**src/rtl/uart.sv**
```systemverilog
// Memory-mapped 8N1 UART slave: TX FIFO + serializer, RX synchronizer + mid-bit sampler.
// Optional interrupt output and CTRL register are built when UART_IRQ_EN is defined.
module uart #(
    parameter int          TX_FIFO_DEPTH = 8,
    parameter logic [15:0] DEFAULT_DIV   = 16'd433
) (
    input  logic        clk,
    input  logic        reset_,
    input  logic        mem_cmd_sel,
    input  logic        mem_cmd_valid,
    input  logic        mem_cmd_wr,
    input  logic [11:0] mem_cmd_addr,
    input  logic [31:0] mem_cmd_wdata,
    output logic        mem_rsp_ready,
    output logic [31:0] mem_rsp_rdata,
    output logic        uart_txd,
    input  logic        uart_rxd
`ifdef UART_IRQ_EN
    ,
    output logic        irq
`endif
);

    localparam int          AW      = $clog2(TX_FIFO_DEPTH);
    localparam logic [15:0] MIN_DIV = 16'd3;
    localparam logic [AW:0] FULL_CNT = (AW+1)'(TX_FIFO_DEPTH);

    typedef enum logic [1:0] {S_IDLE, S_START, S_DATA, S_STOP} state_t;

    // ---------------- bus decode ----------------
    logic [9:0] word;
    logic       cmd_rd, cmd_wr;
    logic       wr_data, wr_status, wr_div, rd_data;

    assign word      = mem_cmd_addr[11:2];
    assign cmd_rd    = mem_cmd_sel & mem_cmd_valid & ~mem_cmd_wr;
    assign cmd_wr    = mem_cmd_sel & mem_cmd_valid & mem_cmd_wr;
    assign wr_data   = cmd_wr & (word == 10'd0);
    assign wr_status = cmd_wr & (word == 10'd1);
    assign wr_div    = cmd_wr & (word == 10'd2);
    assign rd_data   = cmd_rd & (word == 10'd0);

    // ---------------- registers ----------------
    logic [15:0] baud_div;
    logic [7:0]  rx_data;
    logic        rx_valid, rx_ovr, tx_ovf, rx_ferr;

    always_ff @(posedge clk or negedge reset_) begin
        if (!reset_) begin
            baud_div <= DEFAULT_DIV;
        end else if (wr_div) begin
            baud_div <= (mem_cmd_wdata[15:0] < MIN_DIV) ? MIN_DIV : mem_cmd_wdata[15:0];
        end
    end

    // ---------------- TX FIFO ----------------
    logic [7:0]    fifo_mem [TX_FIFO_DEPTH];
    logic [AW-1:0] wr_ptr, rd_ptr;
    logic [AW:0]   count;
    logic          tx_empty, tx_full, push_ok, tx_pop;

    assign tx_empty = (count == '0);
    assign tx_full  = (count == FULL_CNT);
    assign push_ok  = wr_data & ~tx_full;

    always_ff @(posedge clk or negedge reset_) begin
        if (!reset_) begin
            wr_ptr <= '0;
            rd_ptr <= '0;
            count  <= '0;
        end else begin
            if (push_ok) wr_ptr <= wr_ptr + 1'b1;
            if (tx_pop)  rd_ptr <= rd_ptr + 1'b1;
            if (push_ok && !tx_pop)      count <= count + 1'b1;
            else if (!push_ok && tx_pop) count <= count - 1'b1;
        end
    end

    always_ff @(posedge clk) begin
        if (push_ok) fifo_mem[wr_ptr] <= mem_cmd_wdata[7:0];
    end

    // ---------------- TX FSM ----------------
    // The byte in flight stays at the FIFO head until its stop bit ends,
    // so the FIFO depth bounds all accepted-but-unsent bytes.
    state_t      tx_state, tx_state_nxt;
    logic [15:0] tx_cnt, tx_cnt_nxt;
    logic [2:0]  tx_idx, tx_idx_nxt;
    logic [7:0]  tx_shift, tx_shift_nxt;
    logic        txd_nxt, tx_tick, tx_busy;

    assign tx_tick = (tx_cnt == 16'd0);
    assign tx_busy = (tx_state != S_IDLE);

    always_ff @(posedge clk or negedge reset_) begin
        if (!reset_) begin
            tx_state <= S_IDLE;
            tx_cnt   <= '0;
            tx_idx   <= '0;
            tx_shift <= '0;
            uart_txd <= 1'b1;
        end else begin
            tx_state <= tx_state_nxt;
            tx_cnt   <= tx_cnt_nxt;
            tx_idx   <= tx_idx_nxt;
            tx_shift <= tx_shift_nxt;
            uart_txd <= txd_nxt;
        end
    end

    always_comb begin
        tx_state_nxt = tx_state;
        tx_cnt_nxt   = tx_tick ? baud_div : tx_cnt - 16'd1;
        tx_idx_nxt   = tx_idx;
        tx_shift_nxt = tx_shift;
        tx_pop       = 1'b0;
        case (tx_state)
            S_IDLE: begin
                tx_cnt_nxt = baud_div;
                if (!tx_empty) tx_state_nxt = S_START;
            end
            S_START: begin
                if (tx_tick) begin
                    tx_state_nxt = S_DATA;
                    tx_idx_nxt   = '0;
                    tx_shift_nxt = fifo_mem[rd_ptr];
                end
            end
            S_DATA: begin
                if (tx_tick) begin
                    tx_shift_nxt = {1'b0, tx_shift[7:1]};
                    tx_idx_nxt   = tx_idx + 3'd1;
                    if (tx_idx == 3'd7) tx_state_nxt = S_STOP;
                end
            end
            S_STOP: begin
                if (tx_tick) begin
                    tx_pop       = 1'b1;
                    tx_state_nxt = (count > (AW+1)'(1) || push_ok) ? S_START : S_IDLE;
                end
            end
            default: tx_state_nxt = S_IDLE;
        endcase
        case (tx_state_nxt)
            S_START: txd_nxt = 1'b0;
            S_DATA:  txd_nxt = tx_shift_nxt[0];
            default: txd_nxt = 1'b1;
        endcase
    end

    // ---------------- RX synchronizer + FSM ----------------
    logic        rxd_s1, rxd_s2, rxd_prev;
    state_t      rx_state, rx_state_nxt;
    logic [15:0] rx_cnt, rx_cnt_nxt, rx_half;
    logic [16:0] half_wide;
    logic [2:0]  rx_idx, rx_idx_nxt;
    logic [7:0]  rx_shift, rx_shift_nxt;
    logic        rx_tick, rx_done, rx_bad;

    assign half_wide = ({1'b0, baud_div} + 17'd1) >> 1;
    assign rx_half   = half_wide[15:0] - 16'd1;
    assign rx_tick   = (rx_cnt == 16'd0);

    always_ff @(posedge clk or negedge reset_) begin
        if (!reset_) begin
            rxd_s1   <= 1'b1;
            rxd_s2   <= 1'b1;
            rxd_prev <= 1'b1;
            rx_state <= S_IDLE;
            rx_cnt   <= '0;
            rx_idx   <= '0;
            rx_shift <= '0;
        end else begin
            rxd_s1   <= uart_rxd;
            rxd_s2   <= rxd_s1;
            rxd_prev <= rxd_s2;
            rx_state <= rx_state_nxt;
            rx_cnt   <= rx_cnt_nxt;
            rx_idx   <= rx_idx_nxt;
            rx_shift <= rx_shift_nxt;
        end
    end

    always_comb begin
        rx_state_nxt = rx_state;
        rx_cnt_nxt   = rx_tick ? baud_div : rx_cnt - 16'd1;
        rx_idx_nxt   = rx_idx;
        rx_shift_nxt = rx_shift;
        rx_done      = 1'b0;
        rx_bad       = 1'b0;
        case (rx_state)
            S_IDLE: begin
                rx_cnt_nxt = rx_half;
                if (rxd_prev && !rxd_s2) rx_state_nxt = S_START;
            end
            S_START: begin
                if (rx_tick) begin
                    rx_idx_nxt   = '0;
                    rx_state_nxt = rxd_s2 ? S_IDLE : S_DATA;
                end
            end
            S_DATA: begin
                if (rx_tick) begin
                    rx_shift_nxt = {rxd_s2, rx_shift[7:1]};
                    rx_idx_nxt   = rx_idx + 3'd1;
                    if (rx_idx == 3'd7) rx_state_nxt = S_STOP;
                end
            end
            S_STOP: begin
                if (rx_tick) begin
                    rx_done      = rxd_s2;
                    rx_bad       = ~rxd_s2;
                    rx_state_nxt = S_IDLE;
                end
            end
            default: rx_state_nxt = S_IDLE;
        endcase
    end

    // ---------------- status ----------------
    always_ff @(posedge clk or negedge reset_) begin
        if (!reset_) begin
            rx_data  <= '0;
            rx_valid <= 1'b0;
            rx_ovr   <= 1'b0;
            tx_ovf   <= 1'b0;
            rx_ferr  <= 1'b0;
        end else begin
            if (rx_done) begin
                rx_data  <= rx_shift;
                rx_valid <= 1'b1;
            end else if (rd_data) begin
                rx_valid <= 1'b0;
            end
            // A byte landing on the same edge as a DATA read replaces the one being read.
            if (rx_done && rx_valid && !rd_data)    rx_ovr <= 1'b1;
            else if (wr_status && mem_cmd_wdata[4]) rx_ovr <= 1'b0;
            if (wr_data && tx_full)                 tx_ovf <= 1'b1;
            else if (wr_status && mem_cmd_wdata[5]) tx_ovf <= 1'b0;
            if (rx_bad)                             rx_ferr <= 1'b1;
            else if (wr_status && mem_cmd_wdata[6]) rx_ferr <= 1'b0;
        end
    end

`ifdef UART_IRQ_EN
    logic rx_ie, tx_ie;

    always_ff @(posedge clk or negedge reset_) begin
        if (!reset_) begin
            rx_ie <= 1'b0;
            tx_ie <= 1'b0;
            irq   <= 1'b0;
        end else begin
            if (cmd_wr && word == 10'd3) begin
                rx_ie <= mem_cmd_wdata[0];
                tx_ie <= mem_cmd_wdata[1];
            end
            irq <= (rx_valid & rx_ie) | (tx_empty & ~tx_busy & tx_ie);
        end
    end
`endif

    // ---------------- read path ----------------
    logic [31:0] rdata_mux;

    always_comb begin
        rdata_mux = '0;
        case (word)
            10'd0: rdata_mux = {23'd0, rx_valid, rx_data};
            10'd1: rdata_mux = {25'd0, rx_ferr, tx_ovf, rx_ovr, rx_valid, tx_busy, tx_full, tx_empty};
            10'd2: rdata_mux = {16'd0, baud_div};
`ifdef UART_IRQ_EN
            10'd3: rdata_mux = {30'd0, tx_ie, rx_ie};
`endif
            default: rdata_mux = '0;
        endcase
    end

    always_ff @(posedge clk or negedge reset_) begin
        if (!reset_) begin
            mem_rsp_ready <= 1'b0;
            mem_rsp_rdata <= '0;
        end else begin
            mem_rsp_ready <= cmd_rd;
            mem_rsp_rdata <= cmd_rd ? rdata_mux : 32'd0;
        end
    end

    logic unused_bits;
    assign unused_bits = ^{mem_cmd_addr[1:0], mem_cmd_wdata[31:16], half_wide[16]};

endmodule

```
**config.mk**
```make
export PLATFORM = sky130hd
export DESIGN_NAME = uart
export DESIGN_NICKNAME = d
export VERILOG_FILES = /design/src/rtl/uart.sv
export SDC_FILE = /design/constraint.sdc
export NUM_CORES = 1
export LEC_CHECK = 0
export ABC_AREA = 1
export BUFFER_PORTS_ARGS = -buffer_cell sky130_fd_sc_hd__buf_2
export CAP_MARGIN = 20
export CORE_ASPECT_RATIO = 1.5
export CORE_MARGIN = 1.5
export CORE_UTILIZATION = 45
export DETAILED_ROUTE_END_ITERATION = 12
export PLACE_DENSITY = 0.7
export RECOVER_POWER = 100
export SETUP_SLACK_MARGIN = 0.5
export SYNTH_ARGS = -nofsm -noshare
export SYNTH_HDL_FRONTEND = slang
export SYNTH_SLANG_ARGS = --single-unit
```
**constraint.sdc**
```tcl
create_clock -name clk -period 2.6 [get_ports clk]
set_input_delay 0.13 -clock clk [delete_from_list [all_inputs] [get_ports clk]]
set_output_delay 0.13 -clock clk [all_outputs]
set_load 0.01 [all_outputs]
```
==> results of run 1 <==
[path summary, 6_finish.rpt]
check                                    end  cells after the start
max                           fifo_mem[2][0]                      7
min                             baud_div[14]                      3
max reg2reg                   fifo_mem[2][0]                      7
min reg2reg                           rxd_s2                      0
max in group asynchronous           rxd_prev                      3
min in group asynchronous  mem_rsp_rdata[11]                      2
[cells in the final DEF, fill, tap and decap left out, types with 4 or more instances in the layout]
| cell | n |
|---|---|
| sky130_fd_sc_hd__dlygate4sd3_1 | 14 |
| sky130_fd_sc_hd__conb_1 | 16 |
| sky130_fd_sc_hd__xor2_1 | 17 |
| sky130_fd_sc_hd__dfstp_2 | 7 |
| sky130_fd_sc_hd__edfxtp_1 | 64 |
| sky130_fd_sc_hd__nand2_2 | 11 |
| sky130_fd_sc_hd__nand2_1 | 234 |
| sky130_fd_sc_hd__clkbuf_16 | 17 |
| sky130_fd_sc_hd__nor2_2 | 12 |
| sky130_fd_sc_hd__a22o_1 | 6 |
| sky130_fd_sc_hd__inv_1 | 114 |
| sky130_fd_sc_hd__xnor2_1 | 12 |
| sky130_fd_sc_hd__o221ai_1 | 15 |
| sky130_fd_sc_hd__nor2_4 | 8 |
| sky130_fd_sc_hd__nand4_1 | 15 |
| sky130_fd_sc_hd__nand3_1 | 56 |
| sky130_fd_sc_hd__o211ai_1 | 5 |
| sky130_fd_sc_hd__nor3_1 | 28 |
| sky130_fd_sc_hd__inv_2 | 5 |
| sky130_fd_sc_hd__inv_8 | 5 |
| sky130_fd_sc_hd__a21oi_1 | 18 |
| sky130_fd_sc_hd__buf_2 | 22 |
| sky130_fd_sc_hd__ha_1 | 15 |
| sky130_fd_sc_hd__buf_4 | 40 |
| sky130_fd_sc_hd__clkbuf_1 | 30 |
| sky130_fd_sc_hd__nor4_1 | 4 |
| sky130_fd_sc_hd__nor2_1 | 94 |
| sky130_fd_sc_hd__nand2_4 | 7 |
| sky130_fd_sc_hd__o21ai_0 | 100 |
| sky130_fd_sc_hd__dfrtp_1 | 105 |
| sky130_fd_sc_hd__a22oi_1 | 6 |
[through the flow]
step                      std cells  power (mW)  worst slack, ns
after floorplan                1069        5.27            0.365
after global placement         1361        5.79            0.330
after detailed placement       1362        5.84            0.270
after CTS                      1420        8.65            0.499
after global routing           1434        9.17            0.181
final                          1434        8.65            0.287
[final cells by class]
| type | instances | area share (%) |
|---|---|---|
| timing repair buffer | 110 | 6.58 |
| clock inverter | 15 | 1.88 |
| inverter | 122 | 4.22 |
| tap | 264 | 3.01 |
| multi-input combinational | 725 | 36.1 |
| sequential | 181 | 44.3 |
| clock buffer | 17 | 3.88 |
[synth_stat cells, types with 4 or more instances]
cell type,count,area (sq um)
sky130_fd_sc_hd__clkbuf_1,18,67.6
sky130_fd_sc_hd__o211ai_1,5,37.5
sky130_fd_sc_hd__inv_1,118,443
sky130_fd_sc_hd__nor2_4,5,56.3
sky130_fd_sc_hd__nor3_1,28,140
sky130_fd_sc_hd__xnor2_1,12,105
sky130_fd_sc_hd__o221ai_1,15,131
sky130_fd_sc_hd__nand2_2,4,25.0
sky130_fd_sc_hd__a21oi_1,21,105
sky130_fd_sc_hd__nand4_1,15,93.8
sky130_fd_sc_hd__o21ai_0,94,470
sky130_fd_sc_hd__or2_2,4,25.0
sky130_fd_sc_hd__buf_2,5,25.0
sky130_fd_sc_hd__dfrtp_1,108,2700
sky130_fd_sc_hd__ha_1,19,238
sky130_fd_sc_hd__edfxtp_1,64,1920
sky130_fd_sc_hd__a22o_1,6,52.6
sky130_fd_sc_hd__o21ai_1,5,25.0
sky130_fd_sc_hd__xor2_1,18,158
sky130_fd_sc_hd__nand2_1,245,920
sky130_fd_sc_hd__dfstp_2,9,236
sky130_fd_sc_hd__nor2_1,106,398
sky130_fd_sc_hd__buf_4,18,135
sky130_fd_sc_hd__a22oi_1,6,45.0
sky130_fd_sc_hd__o21ai_2,5,43.8
sky130_fd_sc_hd__nand3_1,59,295
[sequential cells by signal (all words and copies together) (netlist names), 2 cells and up, named ones only]
register and count:
mem_rsp_rdata 16, rd_ptr 3, count 4, rx_cnt 16, tx_shift 8, rx_data 8, tx_state 2, tx_idx 3
rx_idx 3, fifo_mem 64, tx_cnt 16, baud_div 16, wr_ptr 3, rx_shift 8
[kinds of logic after synthesis]
group | Yosys count | synth area share (%)
multiplexers | 1 | 0.121
other | 1 | 0.0404
flip-flops | 181 | 52.4
adder cells (fa/ha/maj) | 19 | 2.56
AND/OR/NAND/NOR | 486 | 23.3
AO/OA/AOI/OAI | 171 | 11.0
XOR/XNOR | 31 | 3.01
buffers and inverters | 164 | 7.54
[metal layers]
layer  vias to the layer above  share of wire, %  global-route usage, %
li1                       3687                 -                      -
met1                      3694                37                   21.5
met4                         0               4.5                   12.2
met2                       185                56                   43.3
met3                        67               3.1                   3.59
met5                         -                 0                      0
[power by group]
| part | internal (mW) | switching, mW | total (mW) |
|---|---|---|---|
| Sequential | 3.30 | 0.293 | 3.59 |
| Clock | 1.48 | 1.25 | 2.73 |
| Combinational | 0.861 | 1.47 | 2.33 |
[worst max-delay path, stage by stage (launching register included)]
cell and delay [ns]:
sky130_fd_sc_hd__dfrtp_2 0.36, sky130_fd_sc_hd__inv_1 0.04, sky130_fd_sc_hd__ha_1 0.23, sky130_fd_sc_hd__nand3b_1 0.17, sky130_fd_sc_hd__nand4_1 0.16, sky130_fd_sc_hd__or2_0 0.32
sky130_fd_sc_hd__nor3_1 0.17, sky130_fd_sc_hd__clkbuf_1 0.49
[repair_timing]
| action | in CTS | in global routing |
|---|---|---|
| hold endpoints to repair | 62 | 0 |
| resized for setup | 18 | 47 |
| hold buffers | 14 | 0 |
| setup endpoints to repair | 78 | 48 |
| cloned | 0 | 1 |
| pin swaps | 6 | 19 |
| buffers inserted | 12 | 13 |
==> results summary, run 1 <==
The flow ran to the end, but the final reports show violations. The checks that failed: capacitance limit, slew limit. The number of nets still failing antenna checks after routing came out at 0. The mean number of vias per cell is 5.32. The initial antenna violation count was 0. The die boundary height came out at 179 microns.

The end-of-flow core utilization came out at 53.9%. The global-route usage over all layers is 22.0%. Setup repair after global routing could not meet its margin everywhere.

After synthesis, the share of flip-flops with an asynchronous set or reset is 64.6%. Counting flops with a built-in enable in the synthesized netlist gives 64. The tightest min-delay check is of the in -> reg type. Setup violations remaining at the end of the flow were counted as 0. The overflow left after global routing is 0. The worst-case register-to-register setup slack is between 0.2 and 0.3 ns. The clock tree from TritonCTS is yes. In the final routed layout, each cell accounts on average for 16.2 microns.

The effective utilization at floorplan is a little under half. The horizontal die dimension is 120 microns. The post-synthesis cell type count came out at 56. The number of hold violations in the final report is 0. The global-route wire length before repair came out at 36200 microns.

The maximum vdd drop is 0.457 mV. The cell leakage power came out at 4.89 nW. STA puts the critical path data arrival time at roughly 2.4 ns. Detailed placement finished with a half-perimeter wire length of between 15000 and 20000 microns. The cell row count came out at 64. Counting along the longest clock path gives a buffer depth of 2. After synthesis, flip-flops and latches occupy 52.4% of the total area. The maximum fanout along the worst path came out at 8. The most critical setup path has its startpoint at count[0]. For this block, the initial DRC count from the detailed router was 422. The share of layout cells above drive strength 1 came out at between 10% and 20%. The cell count after synthesis is between 1000 and 1500. The routed design has ~23000 microns of wire. The number of max-capacitance violations reported came out at 1. The CTS sink count is 181.

The area occupied by multi-input gates came out at 3960 sq um. The worst register-to-register path begins at count[0]. The die covers 21500 sq um.

The I/O pin count came out at 84. The critical path is of the reg -> reg type. The pin count of the biggest net entering global routing came out at 57. The average instance in the mapped netlist occupies 8.80 sq um.

The normalized max-slew margin is -17.0%. After floorplanning, the core was sized to cover 20300 sq um. The total power per unit cell area is 789 nW/um^2. Fill cells in the final layout number 1866. The number of vias in the routed layout is 7633. The count of inserted antenna diode cells is 0. The clock insertion delay at the later pin of the skew report is 0.44 ns. Once placement finished, the instance area stood at 9890 sq um. In this run the clock root is driven by a sky130_fd_sc_hd__clkbuf_16.

The worst-margin pin slew came out at 1.75 ns. Summed over all failing endpoints, the final setup total negative slack is 0 ns. The number of nets in the layout came out at 1226. The layout overhead on the synthesized area came out at 18.3%.

The number of flip-flops and latches in the synthesized netlist came out at 181. The worst setup path is captured at a flop. The area of all sequential standard cells is around 4900 sq um.

The post-route standard cell area excluding fillers is approximately 11000 sq um. Among all flip-flop cells after synthesis, the most frequent one is sky130_fd_sc_hd__dfrtp_1. Hold timing on the final database bottoms out at a slack of 0.0531 ns.

The setup skew after layout is between 0.007 and 0.008 ns. The clock buffer count from CTS came out at 17. The worst setup path is launched from a flop. After detailed routing, the number of remaining DRC violations is 0. The source of the worst hold timing path is mem_cmd_wdata[14]. The number of pins with negative max-slew slack in the final report came out at 31.

The synthesis warning total came out at 0. For the worst setup path, the data required time is 2.68 ns. The worst path in the final design needs a cycle of between 2 and 2.5 ns, including I/O delays and setup. The number of global-route vias before repair came out at 7610. The achievable frequency came out at roughly 430 MHz. The H-tree was split into 4 levels. The final clock period utilization by the worst path is between 80% and 90%. The last weighted congestion value of the routability-driven placer is ~0.93. The post-synthesis instance area came out at 9280 sq um.

The total of buffers placed on input and output ports came out at slightly below 50. The clock slew seen by the registers of the worst setup and hold paths is 0.07 ns. The first TritonRoute pass finished after 5 iterations.
Note: power is estimated with default switching activity, not from simulation.
==> inputs of run 2 (changes only) <==
--- a/config.mk
+++ b/config.mk
@@ -12,9 +12,12 @@
 export CORE_MARGIN = 1.5
 export CORE_UTILIZATION = 45
 export DETAILED_ROUTE_END_ITERATION = 12
+export HOLD_SLACK_MARGIN = 0.12
 export PLACE_DENSITY = 0.7
 export RECOVER_POWER = 100
+export REMOVE_ABC_BUFFERS = 1
 export SETUP_SLACK_MARGIN = 0.5
+export SLEW_MARGIN = 20
 export SYNTH_ARGS = -nofsm -noshare
 export SYNTH_HDL_FRONTEND = slang
 export SYNTH_SLANG_ARGS = --single-unit
==> results summary, run 2 (synthesized netlist as in run 1, its figures left out) <==
The number of cells after detailed placement is 1365. Among all stages on the critical path, the largest delay is contributed by sky130_fd_sc_hd__dfstp_2. The summed negative setup slack over all endpoints is 0 ns. The placeable core region came out at 20300 sq um. Of the available clock period, the critical path in the final layout requires 88.5%. The source of the worst hold timing path is mem_cmd_sel. The run finished with clean final reports. The clock buffer count from CTS came out at 17. Summed over all layers, the global routing overflow is 0.

The initial utilization of the core area, before any placement, comes to between 40% and 50%. The number of vias in the routed layout is 7634. After detailed routing, the number of remaining DRC violations is 0. TritonCTS built the clock tree. The number of hold violations in the final report came out at 0. The initial antenna violation count came out at 0.

Grouping stages by cell kind, the critical path spends the most delay in simple AND/OR/NAND/NOR gates. The worst-case setup margin in the final layout came out at approximately 0.30 ns. The critical path goes through buf_6 -> buf_6 -> nand3_4 -> nor2_2 -> xor2_4 -> buf_6 -> nand2_4 -> nor2_2 -> nand3_2 -> nand2_1 -> nand2_1 -> nand2_1 -> nand2_1. For this run, the post-layout net count is 1252. The number of max-capacitance violations reported came out at 0. The layout overhead on the synthesized area is 20.7%.

The register with the most flip-flops in the layout has between 60 and 70 of them. The achievable frequency is 435 MHz. Setup repair after global routing could not meet its margin everywhere. During I/O placement, the number of pins put on the boundary was 84. The maximum vdd drop is 0.494 mV. The worst hold path terminates at rx_valid. The worst setup path is launched from a flop. The kind of end point of the critical path is a flop. The count of inserted antenna diode cells is 0. The mean number of vias per cell is 5.23. The last weighted congestion value of the routability-driven placer is 0.931.

In this run the worst hold path is classified as in -> reg. The number of pins with negative max-slew slack in the final report came to 0. The startpoint identified for the worst register-to-register timing path is baud_div[0]. The first detailed-routing pass ran for 5 iterations. The cell that appears most often on the critical path is sky130_fd_sc_hd__nand2_1. The CTS sink count is about 180.

The iteration-0 DRC count of the detailed router is 500. The cell row count is 64. The routed wirelength normalized by instance count came out at 16.1 microns.

During placement, the flow inserted port buffers numbering 49. The H-tree generated during clock tree synthesis spans 4 levels. Clock latency on the worst-skew pair, taken at its later pin, is 0.44 ns. The buffer depth of the longest clock path is 2.

The die covers 21500 sq um. The global-route wire length before repair came out at 36900 microns. The worst register-to-register path ends at rx_cnt[12]. The maximum fanout along the worst path came out at 7. In this run the vertical extent of the chip is 179 microns.

The horizontal die dimension is roughly 120 microns. The pin count of the biggest net entering global routing is 40. Counting flops per register, the top entry is fifo_mem. The total power consumption of the routed design came out at 8.57 mW. The most common library cell in the layout ignoring fill and taps is sky130_fd_sc_hd__nand2_1. The post-route netlist has 17.0% of its cells at a drive strength greater than 1.

The clock slew seen by the registers of the worst setup and hold paths came out at 0.08 ns. The total power per unit cell area came out at about 760 nW/um^2. The depth of the worst register-to-register path is 13. The worst pin sits at a relative slew slack of between 20% and 30%. The placement-stage worst setup slack is 0.277 ns. For this run, the total global-route usage over all layers was measured as 22.2%. Counting instances, the worst hold path has a depth of 6. The critical path data arrival time came out at 2.63 ns. At the pin with the least slew margin, the transition time is 1.06 ns. The root buffer cell is sky130_fd_sc_hd__clkbuf_16. The largest single stage delay on the critical path is 0.57 ns. The setup skew after layout came out at 0.0108 ns. The routed design has 23500 microns of wire. The final non-filler cell total came out at between 1000 and 1500. The number of global-route vias before repair came out at 7653.

The count of endpoints failing setup in the final report is 0. The HPWL after detailed placement is between 15000 and 20000 microns. The cell leakage power is about 5 nW. The worst-case register-to-register setup slack is 0.30 ns. The top cell types in the final layout, fill and taps aside, are 228 x sky130_fd_sc_hd__nand2_1, 114 x sky130_fd_sc_hd__inv_1, 105 x sky130_fd_sc_hd__dfrtp_1. The required time reported for the critical path endpoint is 2.93 ns.

The count of buffer and inverter cells on the critical path is 3. The minimum period implied by the final worst setup slack is between 2 and 2.5 ns. The number of nets still failing antenna checks after routing is 0.

The type of the setup path with the least slack is reg -> reg.
==> run 2: cell types whose count changed in the layout (fill, tap and decap cells not counted), moves of 3 or more <==
cell                            previous run  this run
sky130_fd_sc_hd__dlygate4sd3_1            14        22
sky130_fd_sc_hd__nand2_1                 234       228
sky130_fd_sc_hd__buf_4                    40        45
sky130_fd_sc_hd__clkbuf_1                 30        35
sky130_fd_sc_hd__clkbuf_2                  0         4
sky130_fd_sc_hd__nand2_2                  11        15
sky130_fd_sc_hd__buf_6                     1         4
sky130_fd_sc_hd__clkbuf_4                  1         4
sky130_fd_sc_hd__nand3_1                  56        53
sky130_fd_sc_hd__nor2_4                    8        11
==> run 2: power by group <==
group          internal [mW]  switching [mW]  total [mW]
Sequential              3.30           0.288        3.59
Clock                   1.38            1.24        2.62
Combinational          0.880            1.48        2.36
==> run 2: worst min-delay path, cell delays in order <==
cell and delay, ns:
sky130_fd_sc_hd__buf_2 0.10, sky130_fd_sc_hd__inv_1 0.04, sky130_fd_sc_hd__nor3_1 0.05, sky130_fd_sc_hd__nand2_1 0.06, sky130_fd_sc_hd__nand2_1 0.06, sky130_fd_sc_hd__nand2_1 0.07
==> run 2: area by class of cell <==
cell class / count / area [sq um]
sequential: 181 / 4860
inverter: 122 / 462
tap: 264 / 330
fill: 1846 / 9140
timing repair buffer: 137 / 946
clock buffer: 18 / 429
clock inverter: 14 / 171
multi-input combinational: 724 / 4000
==> run 2: worst max path at each step <==
stage	from	endpoint	slack [ns]	cells after the start
after detailed placement	tx_cnt[0]	count[3]	0.28	14
after floorplan	count[0]	fifo_mem[0][0]	0.37	6
final	baud_div[0]	rx_cnt[12]	0.30	13
after CTS	baud_div[0]	rx_cnt[10]	0.49	13
after global routing	baud_div[0]	rx_cnt[12]	0.19	13
after global placement	tx_cnt[0]	count[3]	0.31	14
==> run 2: timing repair <==
item | CTS | global route
gates resized for setup | 30 | 78
setup buffers | 19 | 22
pin swaps | 11 | 30
hold buffers | 22 | 0
setup endpoints to repair | 76 | 102
endpoints found under the hold margin | 117 | 0
gates cloned | 0 | 0
==> run 2: per-layer routing <==
| layer | GRT usage [%] | routed length, microns |
|---|---|---|
| met3 | 3.47 | 728 |
| met1 | 22.9 | 8900 |
| met2 | 43.0 | 12800 |
| met5 | 0 | 0 |
| met4 | 10.8 | 1000 |
==> run 2: through the flow <==
stage	hold slack [ns]	util, %	area, sq um
detailed placement	0.135	48.5	9860
floorplan	-0.166	-	9090
CTS	0.125	53.7	10900
global route	0.187	55.1	11200
finish	0.110	55.1	11200
global placement	0.130	48.5	9860
